`config.mk`:
```
export PLATFORM = sky130hd
export DESIGN_NAME = shift_reg_univ
export DESIGN_NICKNAME = d
export VERILOG_FILES = /design/src/rtl/shift_reg_univ.sv
export SDC_FILE = /design/constraint.sdc
export NUM_CORES = 1
export LEC_CHECK = 0
export CAP_MARGIN = 20
export CORE_MARGIN = 5
export CORE_UTILIZATION = 47
export CTS_CLUSTER_SIZE = 10
export DETAILED_ROUTE_END_ITERATION = 16
export PLACE_DENSITY = 0.78
export SYNTH_ARGS = -nofsm -noshare
export SYNTH_HDL_FRONTEND = slang
export SYNTH_SLANG_ARGS = --single-unit
```
`constraint.sdc`:
```
create_clock -name clk -period 2.4 [get_ports clk]
set_input_delay 0.72 -clock clk [delete_from_list [all_inputs] [get_ports clk]]
set_output_delay 0.72 -clock clk [all_outputs]
set_load 0.02 [all_outputs]
```
`src/rtl/shift_reg_univ.sv`:
```
//------------------------------------------------------------------------------
// ShiftRegUniv -- universal shift register with a counted burst engine
//
// Purpose:
//   A WIDTH-bit register that can hold, shift right/left, rotate right/left or
//   parallel load every clock. A start request in IDLE launches a burst of
//   nbits shift/rotate operations (clamped to WIDTH). busy is high while the
//   burst runs and done pulses for one cycle when it finishes.
//
// Ports:
//   clk     in   1      single clock, rising edge
//   rst_n   in   1      synchronous active-low reset
//   mode    in   3      000 hold, 001 shr, 010 shl, 011 load, 100 ror,
//                       101 rol, 110/111 hold
//   s_in_r  in   1      serial bit entering the MSB on shift right
//   s_in_l  in   1      serial bit entering the LSB on shift left
//   p_in    in   WIDTH  parallel load data
//   start   in   1      burst request
//   nbits   in   CNT_W  burst length
//   Q       out  WIDTH  register contents (flop output)
//   s_out   out  1      last bit shifted or rotated out (flop output)
//   busy    out  1      burst in progress (flop output)
//   done    out  1      one-cycle burst completion pulse (flop output)
//------------------------------------------------------------------------------
module shift_reg_univ #(
  parameter  int WIDTH = 8,
  localparam int CNT_W = $clog2(WIDTH) + 1
) (
  input  logic             clk,
  input  logic             rst_n,
  input  logic [2:0]       mode,
  input  logic             s_in_r,
  input  logic             s_in_l,
  input  logic [WIDTH-1:0] p_in,
  input  logic             start,
  input  logic [CNT_W-1:0] nbits,
  output logic [WIDTH-1:0] Q,
  output logic             s_out,
  output logic             busy,
  output logic             done
);

  typedef enum logic [1:0] {
    ST_IDLE = 2'd0,
    ST_RUN  = 2'd1,
    ST_DONE = 2'd2
  } state_t;

  localparam logic [2:0] MODE_SHR  = 3'b001;
  localparam logic [2:0] MODE_SHL  = 3'b010;
  localparam logic [2:0] MODE_LOAD = 3'b011;
  localparam logic [2:0] MODE_ROR  = 3'b100;
  localparam logic [2:0] MODE_ROL  = 3'b101;

  // Declaration initialisers give power-up values identical to reset.
  state_t           r_state = ST_IDLE;
  logic [WIDTH-1:0] r_q     = '0;
  logic             r_sout  = 1'b0;
  logic             r_busy  = 1'b0;
  logic             r_done  = 1'b0;
  logic [CNT_W-1:0] r_cnt   = '0;
  logic [2:0]       r_mode  = '0;

  state_t           w_nextState;
  logic             w_isBurstMode;
  logic             w_accept;
  logic [CNT_W-1:0] w_cntClamped;
  logic [2:0]       w_opMode;
  logic [WIDTH-1:0] w_opQ;
  logic             w_opSout;

  assign Q     = r_q;
  assign s_out = r_sout;
  assign busy  = r_busy;
  assign done  = r_done;

  // A burst only makes sense for the four shift/rotate modes; load and hold
  // requests with start asserted fall back to the ordinary per-edge behaviour.
  always_comb begin
    w_isBurstMode = (mode == MODE_SHR) || (mode == MODE_SHL) ||
                    (mode == MODE_ROR) || (mode == MODE_ROL);
    w_accept      = (r_state == ST_IDLE) && start && (nbits != '0) && w_isBurstMode;
    w_cntClamped  = (nbits > CNT_W'(WIDTH)) ? CNT_W'(WIDTH) : nbits;
  end

  // The operation applied at this edge: the latched burst mode while running,
  // otherwise the live mode input. Anything unrecognised holds.
  always_comb begin
    w_opMode = (r_state == ST_RUN) ? r_mode : mode;
    w_opQ    = r_q;
    w_opSout = r_sout;
    case (w_opMode)
      MODE_SHR: begin
        w_opQ    = {s_in_r, r_q[WIDTH-1:1]};
        w_opSout = r_q[0];
      end
      MODE_SHL: begin
        w_opQ    = {r_q[WIDTH-2:0], s_in_l};
        w_opSout = r_q[WIDTH-1];
      end
      MODE_LOAD: begin
        w_opQ    = p_in;
      end
      MODE_ROR: begin
        w_opQ    = {r_q[0], r_q[WIDTH-1:1]};
        w_opSout = r_q[0];
      end
      MODE_ROL: begin
        w_opQ    = {r_q[WIDTH-2:0], r_q[WIDTH-1]};
        w_opSout = r_q[WIDTH-1];
      end
      default: begin
      end
    endcase
  end

  // Burst sequencing: the last RUN edge is the one where one op remains.
  always_comb begin
    w_nextState = r_state;
    case (r_state)
      ST_IDLE: if (w_accept) w_nextState = ST_RUN;
      ST_RUN:  if (r_cnt == CNT_W'(1)) w_nextState = ST_DONE;
      ST_DONE: w_nextState = ST_IDLE;
      default: w_nextState = ST_IDLE;
    endcase
  end

  // State, datapath and status flops. busy/done are registered copies of the
  // next state so they line up exactly with RUN and DONE. The accepting edge
  // only latches mode and count; Q and s_out move from the next edge on.
  always_ff @(posedge clk) begin
    if (!rst_n) begin
      r_state <= ST_IDLE;
      r_q     <= '0;
      r_sout  <= 1'b0;
      r_busy  <= 1'b0;
      r_done  <= 1'b0;
      r_cnt   <= '0;
      r_mode  <= '0;
    end else begin
      r_state <= w_nextState;
      r_busy  <= (w_nextState == ST_RUN);
      r_done  <= (w_nextState == ST_DONE);
      case (r_state)
        ST_IDLE: begin
          if (w_accept) begin
            r_mode <= mode;
            r_cnt  <= w_cntClamped;
          end else begin
            r_q    <= w_opQ;
            r_sout <= w_opSout;
          end
        end
        ST_RUN: begin
          r_q    <= w_opQ;
          r_sout <= w_opSout;
          r_cnt  <= r_cnt - CNT_W'(1);
        end
        default: begin
        end
      endcase
    end
  end

endmodule

```
### Word-level counts from Yosys, hierarchy flattened

Index checks and enable logic that the tools add are counted.

* input port bits: 20
* flip-flop bits (word level): 20
* word-level logic and storage cells: 51
* output and inout bits: 11

* equality and inequality tests: 15
* add/sub/neg operators: 1
* reductions and logical operators: 14
* multiplexer cells: 13
* $lt $le $gt $ge: 1

Operator list (number)
* one-hot mux 8 bit (5 select lines): 1
* one-hot mux 8 bit (2 select lines): 1
* equality test 3 bit, second input constant: 4
* equality test 3 x 2 -> 1 bit, second input constant: 3
* two-way mux 4 bit: 2
* two-way mux 8 bit: 1
* one-hot mux 4 bit (2 select lines): 1
* equality test 3 x 1 -> 1 bit, second input constant: 2
* AND reduction 2 bit: 3
* equality test 2 x 1 -> 1 bit, second input constant: 2
* equality test 4 x 1 -> 1 bit, second input constant: 1
* greater-than comparator 4 bit, second input constant: 1
* two-way mux 2 bit: 2
* != test 2 bit, second input constant: 2
* one-hot mux 1 bit (2 select lines): 2
* one-hot mux 2 bit (2 select lines): 1
* nonzero test 4 bit: 1
* OR reduction 2 bit: 2
* subtractor 4 x 1 -> 4 bit, second input constant: 1
* logical AND 1 bit: 3
* logical OR 1 bit: 3
* two-way mux 3 bit: 1
* equality test 2 bit, second input constant: 1
* zero test 2 bit: 1
* other kinds (2): 2

### Longest topological paths before layout

* word-level depth: 8
* depth in mapped cells: 7
* mapped depth without buffers: 5

### Least setup slack after synthesis

Ideal clock, no wire load.

* path kind: in2reg
* start point: in mode[0]
* end point: reg r_cnt[2]
* setup slack: 0.293 ns
* buffers on the path: 1
* arrival time: 1.985 ns
* stages on the path: 6
* required time: 2.278 ns
* library setup time: 0.122 ns
* cell sequence: or3b_4 a2111oi_4 buf_6 nor2_1 o21ai_0 a21boi_1

* word-level cells in the longest chain between the ends: 7
* elaborated cells on any way between the ends: 10
* those cells by class: 5 x eq/ne; 5 x reduce/logical

Ends and longest elaborated chain
* start, declared: line 31 `input logic [2:0] mode,`
* equality test 3 x 1 -> 1 bit or equality test 3 x 2 -> 1 bit (tied branches): line 80 `w_isBurstMode = (mode == MODE_SHR) || (mode == MODE_SHL) ||`
* logical OR 1 bit (2 in a row): line 80
* logical OR 1 bit *: line 81 `(mode == MODE_ROR) || (mode == MODE_ROL);`
* logical AND 1 bit *: line 82 `w_accept = (r_state == ST_IDLE) && start && (nbits != '0) && w_isBurstMode;`
* != test 2 bit (no line) *
* AND reduction 2 bit (no line) *
* end signal, assigned: line 148 `r_cnt <= w_cntClamped;`
* end signal, assigned: line 157 `r_cnt <= r_cnt - CNT_W'(1);`
* end, declared: line 61 `logic [CNT_W-1:0] r_cnt = '0;`

Mark *: on every way between the ends. The rest lies on a longest branch, timed or not.
A chain may end at the register's enable or synchronous reset.

### Worst setup path after layout

* start point: in mode[1]
* end point: reg r_cnt[2]

Same word-level chain as after synthesis.

==> out/qor.txt <==
Post-DP Area: 1607 um^2
Core ar.: 2432 um^2
gpl congestion: 0.7699
clk_skew: 0.005410 ns
Remaining DRCs: 0
crit path time final: 2.304 ns
Max Slew Vio Count: 0
CTS tree: yes
Total GRT Usage: 18.87%
final setup violation count: 0
CP max FO: 9
Hold Path Class: flop to flop
Post-CTS Setup Repair Bufs: 0
Multi-input gate area: 709.4 um^2
antenna violations before repair: 0
worst vdd ir: 0.5344 mV
Post-CTS Hold Fix Bufs: 0
Finished Layout Cells: 202
final wirelength: 3.058 mm
end point of the critical path: r_cnt[2]$_SDFFE_PN0P_
Die Height: 59.84 um
Max-Cap Viols: 0
Final ANT Viol Nets: 0
Max H-tree Level: 1
Rows: 18
nets@finish: 196
Required @ worst endpoint: 2.59 ns
drt initial violations: 51
# resized after CTS: 0
DIE AREA: 3580 um^2
DR pass1 iterations: 4
clock buffer depth: 2
Placed Cells: 199
Ant. Diodes: 0
status: completed
initial core utilization: 47.99%
Async SR Flop Fraction: 0%
Cells after Synth: 128
Worst EP arrival: 2.50 ns
final-report hold violation count: 0
filler instances: 208
Syn Nets: 150
LEAKAGE: 0.6169 nW
r2r worst-path depth: 6
vias in the first global route: 1142
Netlist cell types: 40
Post-Place Setup Slack: -0.2580 ns
worst r2r src: r_state[0]$_SDFF_PN0_
utilization after layout: 67.13%
Routed WL per cell: 15.14 um
area grow syn2layout: 39.87%
CTS clk-pin slew, worst paths: 0.11 ns
Worst R2R Setup Slack: 0.40 ns
Slew @ Worst Pin: 0.6059 ns
Mapped Avg Cell Area: 9.120 um^2
Vias: 1167
#FFs+latches synth: 20
fmax: 0.4341 GHz
Primary FF master, synth: dfxtp_1
clk_lat worst skew: 0.30 ns
DIE WIDTH: 59.84 um
Design Area, Final: 1633 um^2
global-route wire length before repair: 5.099 mm
clk root buf: clkbuf_4
Final Power: 901.2 uW
pwr/cell area: 552.0 nW/um^2
hold path depth: 2
RSZ-0062 raised after global routing: false
Yosys warnings: 0
Final WS setup: 0.09649 ns
GRT overflow: 0
Post-synth EDFFs: 0
total clock buffers created by CTS: 3
DR vias/cell: 5.777
detailed placement HPWL: 2.385 mm
CTS sink cnt: 20
Startpoint Class: input port
largest net degree at the start of global routing: 21
Reg area: 400.4 um^2
CP Capture Type: flop
fin crit share: 95.98%
crit path kind: input port to flop
sequential fraction of the synthesis area: 34.30%
share of cells above drive strength 1: 16.86%
Critical R2R Capture: Q[6]$_SDFFE_PN0P_
Top Ports: 31
port bufs: 30
worst setup path start: mode[1]
synthesized cell area: 1167 um^2
Max-slew headroom: 59.48%
min-delay src: r_cnt[2]$_SDFFE_PN0P_
-- sequential cells by signal, summed over array words and instances, names as in the netlist --
signal   flops
s_out        1
done         1
r_state      2
busy         1
r_mode       3
r_cnt        4
Q            8
-- per-layer routing --
metal / share of wire, % / track usage, % / vias to the layer above / wire length [um]
met3: 6.7 / 3.672 / 7 / 204
met1: 43 / 23.49 / 533 / 1326
met2: 48 / 32.10 / 47 / 1478
met4: 1.6 / 6.646 / 0 / 49
li1: - / - / 580 / -
met5: 0 / 0 / - / 0
-- per-stage QoR --
step | setup TNS, ns | hold WS (ns)
3_5_place_dp | -3.185 | 0.5353
6_report | 0 | 0.5455
5_1_grt | 0 | 0.5833
2_1_floorplan | 0 | 0.4710
3_3_place_gp | -2.049 | 0.4925
4_1_cts | 0 | 0.5527
-- worst min path at each step --
| stage | endpoint | slack [ns] |
|---|---|---|
| after global routing | s_out$_SDFFE_PN0P_ | 0.58 |
| after global placement | r_cnt[2]$_SDFFE_PN0P_ | 0.49 |
| after CTS | r_cnt[2]$_SDFFE_PN0P_ | 0.55 |
| after floorplan | r_cnt[2]$_SDFFE_PN0P_ | 0.47 |
| final | r_cnt[2]$_SDFFE_PN0P_ | 0.55 |
| after detailed placement | s_out$_SDFFE_PN0P_ | 0.54 |
-- synth_stat cells, drive strengths merged (2+ instances only) --
| cell type | instances | area [um^2] |
|---|---|---|
| nor2b | 5 | 31.28 |
| a31oi | 5 | 43.79 |
| nor2 | 7 | 26.28 |
| a222oi | 6 | 60.06 |
| o21a | 4 | 30.03 |
| nor3b | 2 | 15.01 |
| ha | 2 | 25.02 |
| inv | 5 | 18.77 |
| nor4bb | 2 | 20.02 |
| o21ai | 13 | 65.06 |
| buf | 4 | 31.27 |
| nand3 | 3 | 20.02 |
| a21oi | 12 | 60.06 |
| clkbuf | 2 | 7.510 |
| a22oi | 2 | 15.01 |
| dfxtp | 20 | 400.4 |
| mux2i | 6 | 72.57 |
| nand2 | 8 | 30.03 |
| and3 | 2 | 12.51 |
| or3 | 3 | 18.77 |
-- logic make-up after synthesis --
family | after synthesis | share of synthesized area (%)
AND/OR/NAND/NOR | 37 | 19.40
buffers and inverters | 11 | 4.930
multiplexers | 7 | 7.181
adder cells (fa/ha/maj) | 2 | 2.143
flip-flops | 20 | 34.30
AO/OA/AOI/OAI | 51 | 32.05
-- critical path, cell delays in order --
cell and delay [ns]:
clkdlybuf4s50_1 0.48, or3b_4 0.40, a2111oi_4 0.42, buf_6 0.19, nor2_1 0.04, o21ai_0 0.15
a21boi_1 0.09
-- power breakdown --
part / switching [mW] / total (mW) / internal, mW
Clock: 0.104 / 0.163 / 0.0586
Combinational: 0.157 / 0.335 / 0.177
Sequential: 0.0365 / 0.404 / 0.368
Total: 0.298 / 0.901 / 0.603
-- final cells by class --
type                       count  area share, %
sequential                    20          24.52
multi-input combinational     97          43.45
clock buffer                   3          1.379
tap                           30          2.299
inverter                       5          1.149
timing repair buffer          47          27.20
-- cells in the final DEF (no fill, tap or decap), types with 2 or more instances in the layout --
cell type and n:
a31oi_2 2, o21a_1 4, inv_1 5, dfxtp_1 20, o21ai_0 13, nand2_1 8
nor2b_1 5, buf_4 15, nor4bb_1 2, nand3_1 2, nor2_1 7, mux2i_1 5
clkdlybuf4s50_1 30, a22oi_1 2, a222oi_1 6, and3_1 2, clkbuf_4 3, or3_1 3
ha_1 2, a21oi_1 12, a31oi_1 3, nor3b_1 2
Note: power is estimated with default switching activity, not from simulation.
